### config.mk
export PLATFORM = sky130hd
export DESIGN_NAME = mips_run_ctrl
export DESIGN_NICKNAME = d
export VERILOG_FILES = /design/src/rtl/mips_run_ctrl.sv
export SDC_FILE = /design/constraint.sdc
export NUM_CORES = 1
export LEC_CHECK = 0
export CORE_UTILIZATION = 46
export CTS_CLUSTER_DIAMETER = 120
export CTS_CLUSTER_SIZE = 25
export DETAILED_ROUTE_END_ITERATION = 12
export HOLD_SLACK_MARGIN = 0.03
export PLACE_DENSITY = 0.75
export SETUP_SLACK_MARGIN = 0.3
export SYNTH_ARGS = -nofsm -noshare
export SYNTH_HDL_FRONTEND = slang
export SYNTH_SLANG_ARGS = --single-unit
### constraint.sdc
create_clock -name clk -period 2.25 [get_ports clk]
set_input_delay 0.675 -clock clk [delete_from_list [all_inputs] [get_ports clk]]
set_output_delay 0.675 -clock clk [all_outputs]
set_load 0.03 [all_outputs]
### src/rtl/mips_run_ctrl.sv
// Run/step sequencer for the pipelined MIPS core: produces the global pipeline
// advance enable, the clear pulse to the pipeline and an enabled-cycle count.
module mips_run_ctrl #(
   parameter int unsigned len_data     = 32,
   parameter int unsigned clear_cycles = 2
) (
   input  logic                clk,
   input  logic                reset,
   input  logic                cmd_valid,
   input  logic [1:0]          cmd_code,
   output logic                cmd_ready,
   input  logic                halt_flag_wb,
   output logic                ctrl_clk_mips,
   output logic                mips_reset,
   output logic [len_data-1:0] cycle_count,
   output logic                step_done,
   output logic                done,
   output logic [2:0]          state
);

   typedef enum logic [2:0] {
      S_IDLE   = 3'd0,
      S_RUN    = 3'd1,
      S_STEP   = 3'd2,
      S_PAUSED = 3'd3,
      S_DONE   = 3'd4,
      S_CLEAR  = 3'd5
   } state_t;

   typedef enum logic [1:0] {
      C_RUN   = 2'b00,
      C_STEP  = 2'b01,
      C_STOP  = 2'b10,
      C_CLEAR = 2'b11
   } cmd_t;

   state_t              state_q, state_d;
   logic [3:0]          clr_cnt_q, clr_cnt_d;
   logic [len_data-1:0] count_q, count_d;
   logic                run_en_q, ready_q, mreset_q, step_done_q, done_q;
   logic                accept, enter_clear;
   cmd_t                cmd;

   assign cmd    = cmd_t'(cmd_code);
   assign accept = cmd_valid && ready_q;

   always_comb begin
      state_d     = state_q;
      clr_cnt_d   = clr_cnt_q;
      count_d     = count_q;
      enter_clear = 1'b0;

      if (run_en_q && (count_q != '1))
         count_d = count_q + len_data'(1);

      unique case (state_q)
         S_IDLE, S_PAUSED: begin
            if (accept) begin
               unique case (cmd)
                  C_RUN:   state_d = S_RUN;
                  C_STEP:  state_d = S_STEP;
                  C_CLEAR: enter_clear = 1'b1;
                  default: ;
               endcase
            end
         end
         // CLEAR beats halt, halt beats STOP
         S_RUN: begin
            if (accept && (cmd == C_CLEAR))
               enter_clear = 1'b1;
            else if (halt_flag_wb)
               state_d = S_DONE;
            else if (accept && (cmd == C_STOP))
               state_d = S_PAUSED;
         end
         S_STEP:
            state_d = halt_flag_wb ? S_DONE : S_PAUSED;
         S_DONE: begin
            if (accept && (cmd == C_CLEAR))
               enter_clear = 1'b1;
         end
         S_CLEAR: begin
            if (clr_cnt_q == 4'd0)
               state_d = S_IDLE;
            else
               clr_cnt_d = clr_cnt_q - 4'd1;
         end
         default: state_d = S_IDLE;
      endcase

      if (enter_clear) begin
         state_d   = S_CLEAR;
         clr_cnt_d = 4'(clear_cycles - 1);
         count_d   = '0;
      end
   end

   // Outputs are registered from the next state so they stay exact decodes of state_q.
   always_ff @(posedge clk) begin
      if (reset) begin
         state_q     <= S_IDLE;
         clr_cnt_q   <= '0;
         count_q     <= '0;
         run_en_q    <= 1'b0;
         ready_q     <= 1'b1;
         mreset_q    <= 1'b0;
         step_done_q <= 1'b0;
         done_q      <= 1'b0;
      end else begin
         state_q     <= state_d;
         clr_cnt_q   <= clr_cnt_d;
         count_q     <= count_d;
         run_en_q    <= (state_d == S_RUN) || (state_d == S_STEP);
         ready_q     <= !((state_d == S_STEP) || (state_d == S_CLEAR));
         mreset_q    <= (state_d == S_CLEAR);
         step_done_q <= (state_q == S_STEP);
         done_q      <= (state_d == S_DONE);
      end
   end

   assign state         = state_q;
   assign ctrl_clk_mips = run_en_q;
   assign cmd_ready     = ready_q;
   assign mips_reset    = mreset_q;
   assign cycle_count   = count_q;
   assign step_done     = step_done_q;
   assign done          = done_q;

endmodule

== After elaboration in Yosys (flattened, before gate mapping) ==
Index checks and enable logic that the tools add are counted.
Word-level totals
  register bits: 44
  input port bits: 6
  output and inout bits: 40
  logic and storage cells: 58
Cells by class
  add/subtract/negate cells: 2
  equal/unequal tests: 14
  multiplexer cells: 16
  bitwise gates (word level): 1
  reduce and logical (&&, ||, !) cells: 16
Operator list (count)
  $add A32 B1 Y32 const B: 1
  $ne A32 B32 Y1 const B: 1
  $mux W3: 7
  $pmux W3 S5: 1
  $eq A3 B3 Y1 const B: 4
  $eq A3 B2 Y1 const B: 3
  $eq A3 B1 Y1 const B: 2
  $mux W1: 6
  $pmux W3 S2: 1
  $reduce_or A2 Y1: 3
  $eq A2 B2 Y1 const B: 2
  $logic_and A1 B1 Y1: 4
  $logic_not A4 Y1: 1
  $reduce_and A2 Y1: 2
  $sub A4 B1 Y4 const B: 1
  $logic_not A3 Y1: 1
  $eq A2 B1 Y1 const B: 1
  $logic_not A2 Y1: 1
  $logic_or A1 B1 Y1: 2
  $ne A2 B2 Y1 const B: 1
  $pmux W1 S2: 1
  $reduce_bool A2 Y1: 1
  $logic_not A1 Y1: 1
  $not A1 Y1: 1

== Longest topological paths before layout ==
  word-level depth: 10
  mapped depth: 8
  mapped depth without buffers: 7

== Worst setup path after synthesis ==
Ideal clock, no wire load.
  kind: reg2reg
  start point: reg count_q[0], in the netlist cycle_count[0]
  end point: reg count_q[28], in the netlist cycle_count[28]
  library setup time: 0.070 ns
  arrival: 2.288 ns
  data required time: 2.180 ns
  path slack: -0.108 ns
  stages on the path, launching flop included: 7
  buffers on the path: 0
  period minus slack after synthesis: 2.358 ns
  cell sequence: dfxtp_1 -> ha_1 -> inv_1 -> or4_4 -> or3_4 -> or3_1 -> a21oi_1
Between the ends
  word-level cells in the longest chain between the ends: 2
  elaborated cells on any way between the ends: 3
RTL lines
  from (decl): line 39  | logic [len_data-1:0] count_q, count_d;
  from (signal assigned): line 112  | count_q <= count_d;
  branches (longest 2 deep; another with $add A32 B1 Y32)
Parallel ways; which one is timed is not known.
A chain may end at the register's enable or synchronous reset.

== Worst setup path after layout ==
  start point: reg count_q[5], in the netlist cycle_count[5]
  end point: reg count_q[2], in the netlist cycle_count[2]
Between the ends
  word-level cells in the longest chain between the ends: 2
RTL lines
  $ne A32 B32 Y1: line 53  | if (run_en_q && (count_q != '1))
  $logic_and A1 B1 Y1: line 53
Every way passes these cells.

==> metrics.md <==
| Metric | Value |
|---|---|
| Status | `finished, final reports clean` |
| Reg2reg start | `cycle_count[5]` |
| Die X | `73.1 um` |
| Area of the mapped netlist | `2320 um2` |
| Share of the synthesized area in the top cell type | `0.379` |
| Gpl congestion | `0.876` |
| Compound-Gate Fraction of Synth Area | `0.215` |
| Flop pwr share | `0.469` |
| Period Utilization, post-route | `0.914` |
| Num CTS Buffers | `5` |
| Post-Route WL | `6740 um` |
| Final core utilization | `0.726` |
| Initial antenna violation count | `0` |
| Hold_buf cts | `0` |
| Total GRT Usage | `0.238` |
| CTS tree | `done` |
| Synth Instances | `283` |
| Maximum vdd drop | `0.393 mV` |
| Share of cells above drive strength 1 | `0.317` |
| Fin crit period | `2.06 ns` |
| CTS clock-pin slew for the worst setup and hold paths | `0.09 ns` |
| Simple-Gate Fraction of Synth Area | `0.328` |
| DR WL/cell | `15.3 um` |
| Core ar. | `4790 um2` |
| Ys async rst share | `0` |
| Setup violators final | `0` |
| Placed cell count | `407` |
| Buffers on Ports | `45` |
| Worst hold path class | `reg2reg` |
| First-pass GRT wire length | `10100 um` |
| 1st-pass router iterations | `4` |
| Sw Ratio | `0.271` |
| Overflow after GRT | `0` |
| DP Worst Slack | `-0.204 ns` |
| Synthesized-area fraction occupied by adder cells | `0.0108` |
| Worst setup slack after layout | `0.195 ns` |
| Ys Warns | `0` |
| Slew Limit Fails | `0` |
| DRT antenna net count | `0` |
| MaxCap Viol Count | `0` |
| Number of synthesized flops with an enable pin | `0` |
| Clock Sinks | `44` |
| Critical Path AT | `2.28 ns` |
| Total Power | `1.71 mW` |
| Final Skew | `0.0131 ns` |
| Yosys cell types | `49` |
| Initial Util | `0.486` |
| Slew headroom | `0.711` |
| Unrepaired setup endpoints after global routing | `yes` |
| Final Hold Fails | `0` |
| Site row count | `25` |
| ANT cells | `0` |
| Hold Slack | `0.492 ns` |
| CP Data Required Time | `2.48 ns` |
| Largest net degree at the start of global routing | `24` |
| Area growth syn-to-layout | `49.5%` |
| Flop-to-flop setup slack | `0.19 ns` |
| Bufs on Longest Clock Path | `2` |
| Dominant synthesized flop cell | `dfxtp_1` |
| Die Footprint | `5340 um2` |
| Peak fanout along the critical path | `11` |
| Latest clock arrival within the worst-skew pair | `0.30 ns` |
| Crit start category | `flip-flop` |
| Clk root buf | `clkbuf_8` |
| Synth area leaders | `dfxtp_1 38%, a21oi_1 6.0%, or3_1 4.3%, nand2_1 4.2%, or4_1 3.9%` |
| Leakage dissipation | `1.41 nW` |
| Number of H-tree levels | `2` |
| Placed wire-length estimate | `4230 um` |
| Slew at the pin with the worst max-slew slack | `0.430 ns` |
| Largest area contributor in the netlist | `dfxtp_1` |
| IO Count | `46` |
| Post-synthesis sequential area ratio | `0.379` |
| Crit end category | `flip-flop` |
| Worst hold stages | `2` |
| Average via count per standard cell | `5.98` |
| Worst R2R End | `cycle_count[2]` |
| Reg2reg path depth | `7` |
| Clock power frac | `0.353` |
| Fmax | `487 MHz` |
| Commonest non-fill, non-tap cells in the layout | `42 x dlygate4sd2_1, 42 x buf_4, 25 x nand2_1` |
| DRC | `0` |
| Total number of vias | `2626` |
| Power Dens Cells | `492 nW/um2` |
| Fin cells | `439` |
| Fin nets | `379` |
| NetSw | `0.464 mW` |
| Yosys reg bits | `44` |
| Worst Hold End | `cycle_count[18]` |
| Syn Nets | `291` |
| Initial DRC count | `202` |
| Kind of critical path | `reg2reg` |
| Die extent in y | `73.1 um` |
| Number of global-route vias before repair | `2137` |
| Synth Area in XOR/XNOR | `0.0301` |
| Largest family of logic cells by synthesized area | `simple AND/OR/NAND/NOR gates` |
| Multiplexer share of the synthesized area | `0` |
| Comb power frac | `0.178` |
| Pint | `1.25 mW` |
| Hold Crit Start | `cycle_count[18]` |
| Syn avg cell area | `8.21 um2` |
[critical path, cell delays in order (launching register included)]
cell and delay [ns]:
dfxtp_4 0.38, nand4_4 0.15, or4_4 0.58, buf_4 0.16, o31ai_4 0.28, clkbuf_16 0.23
o21ai_1 0.07, a21oi_1 0.13
[metal layers]
layer | wire length [um] | vias up | GRT usage
li1 | - | 1261 | -
met5 | 0 | - | 0
met1 | 3130 | 1254 | 0.340
met4 | 116 | 0 | 0.0763
met3 | 351 | 16 | 0.0497
met2 | 3140 | 95 | 0.357
[per-stage QoR]
stage	setup TNS (ns)	area (um2)
2_1_floorplan	0	2420
3_3_place_gp	-0.725	3090
3_5_place_dp	-0.909	3090
4_1_cts	0	3260
5_1_grt	0	3480
6_report	0	3480
[worst max-delay path by stage]
stage | startpoint | endpoint | slack, ns | cells after the start
2_1_floorplan | cycle_count[7] | cycle_count[28] | 0.25 | 5
3_3_place_gp | cmd_code[1] | mips_reset | -0.19 | 7
3_5_place_dp | cmd_code[1] | mips_reset | -0.20 | 7
4_1_cts | cycle_count[0] | cycle_count[28] | 0.21 | 6
5_1_grt | cycle_count[19] | cycle_count[29] | 0.10 | 6
6_report | cycle_count[5] | cycle_count[2] | 0.19 | 7
[final cells by class]
| class | instances | area [um2] |
|---|---|---|
| multi-input cells | 219 | 1490 |
| fillers | 362 | 1310 |
| flip-flops and latches | 44 | 958 |
| repair buffers | 93 | 803 |
| well taps | 67 | 83.8 |
| clock buffers | 6 | 72.6 |
| clock inverters | 2 | 35.0 |
| inverters | 8 | 32.5 |
[power by group through the flow]
stage | clock network [mW] | registers (mW) | logic [mW]
after floorplan | 0 | 0.848 | 0.123
final | 0.603 | 0.802 | 0.304
after global placement | 0 | 0.821 | 0.264
after detailed placement | 0 | 0.821 | 0.268
after global routing | 0.649 | 0.805 | 0.324
after CTS | 0.609 | 0.802 | 0.262
[synth_stat cells (3+ instances only)]
cell type  number
a21oi_1        28
inv_1           8
nand2_1        26
and4_1          4
nand3_1        10
or3_1          16
and3_1          3
o31ai_1         9
o21ai_0        16
nor3_1          9
clkbuf_1        9
o211ai_1        4
nor2_1         18
nand4_1        12
xor2_1          4
a31oi_1         7
dfxtp_1        44
or4_1          12
nor4_1          5
xnor2_1         4
[cells by family after synthesis]
family / after synthesis
compound gates: 78
flops: 44
simple gates: 131
buf+inv: 20
fa+ha+maj: 2
xor+xnor: 8
[flip-flops by register name (all words and copies together) (netlist names)]
register,count
cycle_count,32
clr_cnt_q,4
state,3
cmd_ready,1
ctrl_clk_mips,1
done,1
mips_reset,1
step_done,1
[timing repair]
item | 4_1_cts | 5_1_grt
setup endpoints to repair | 66 | 29
pin swaps | 9 | 15
gates cloned | 0 | 2
endpoints found under the hold margin | 0 | 0
setup buffers | 9 | 13
resized for setup | 50 | 31
No activity file was read; power rests on OpenSTA's default activity.
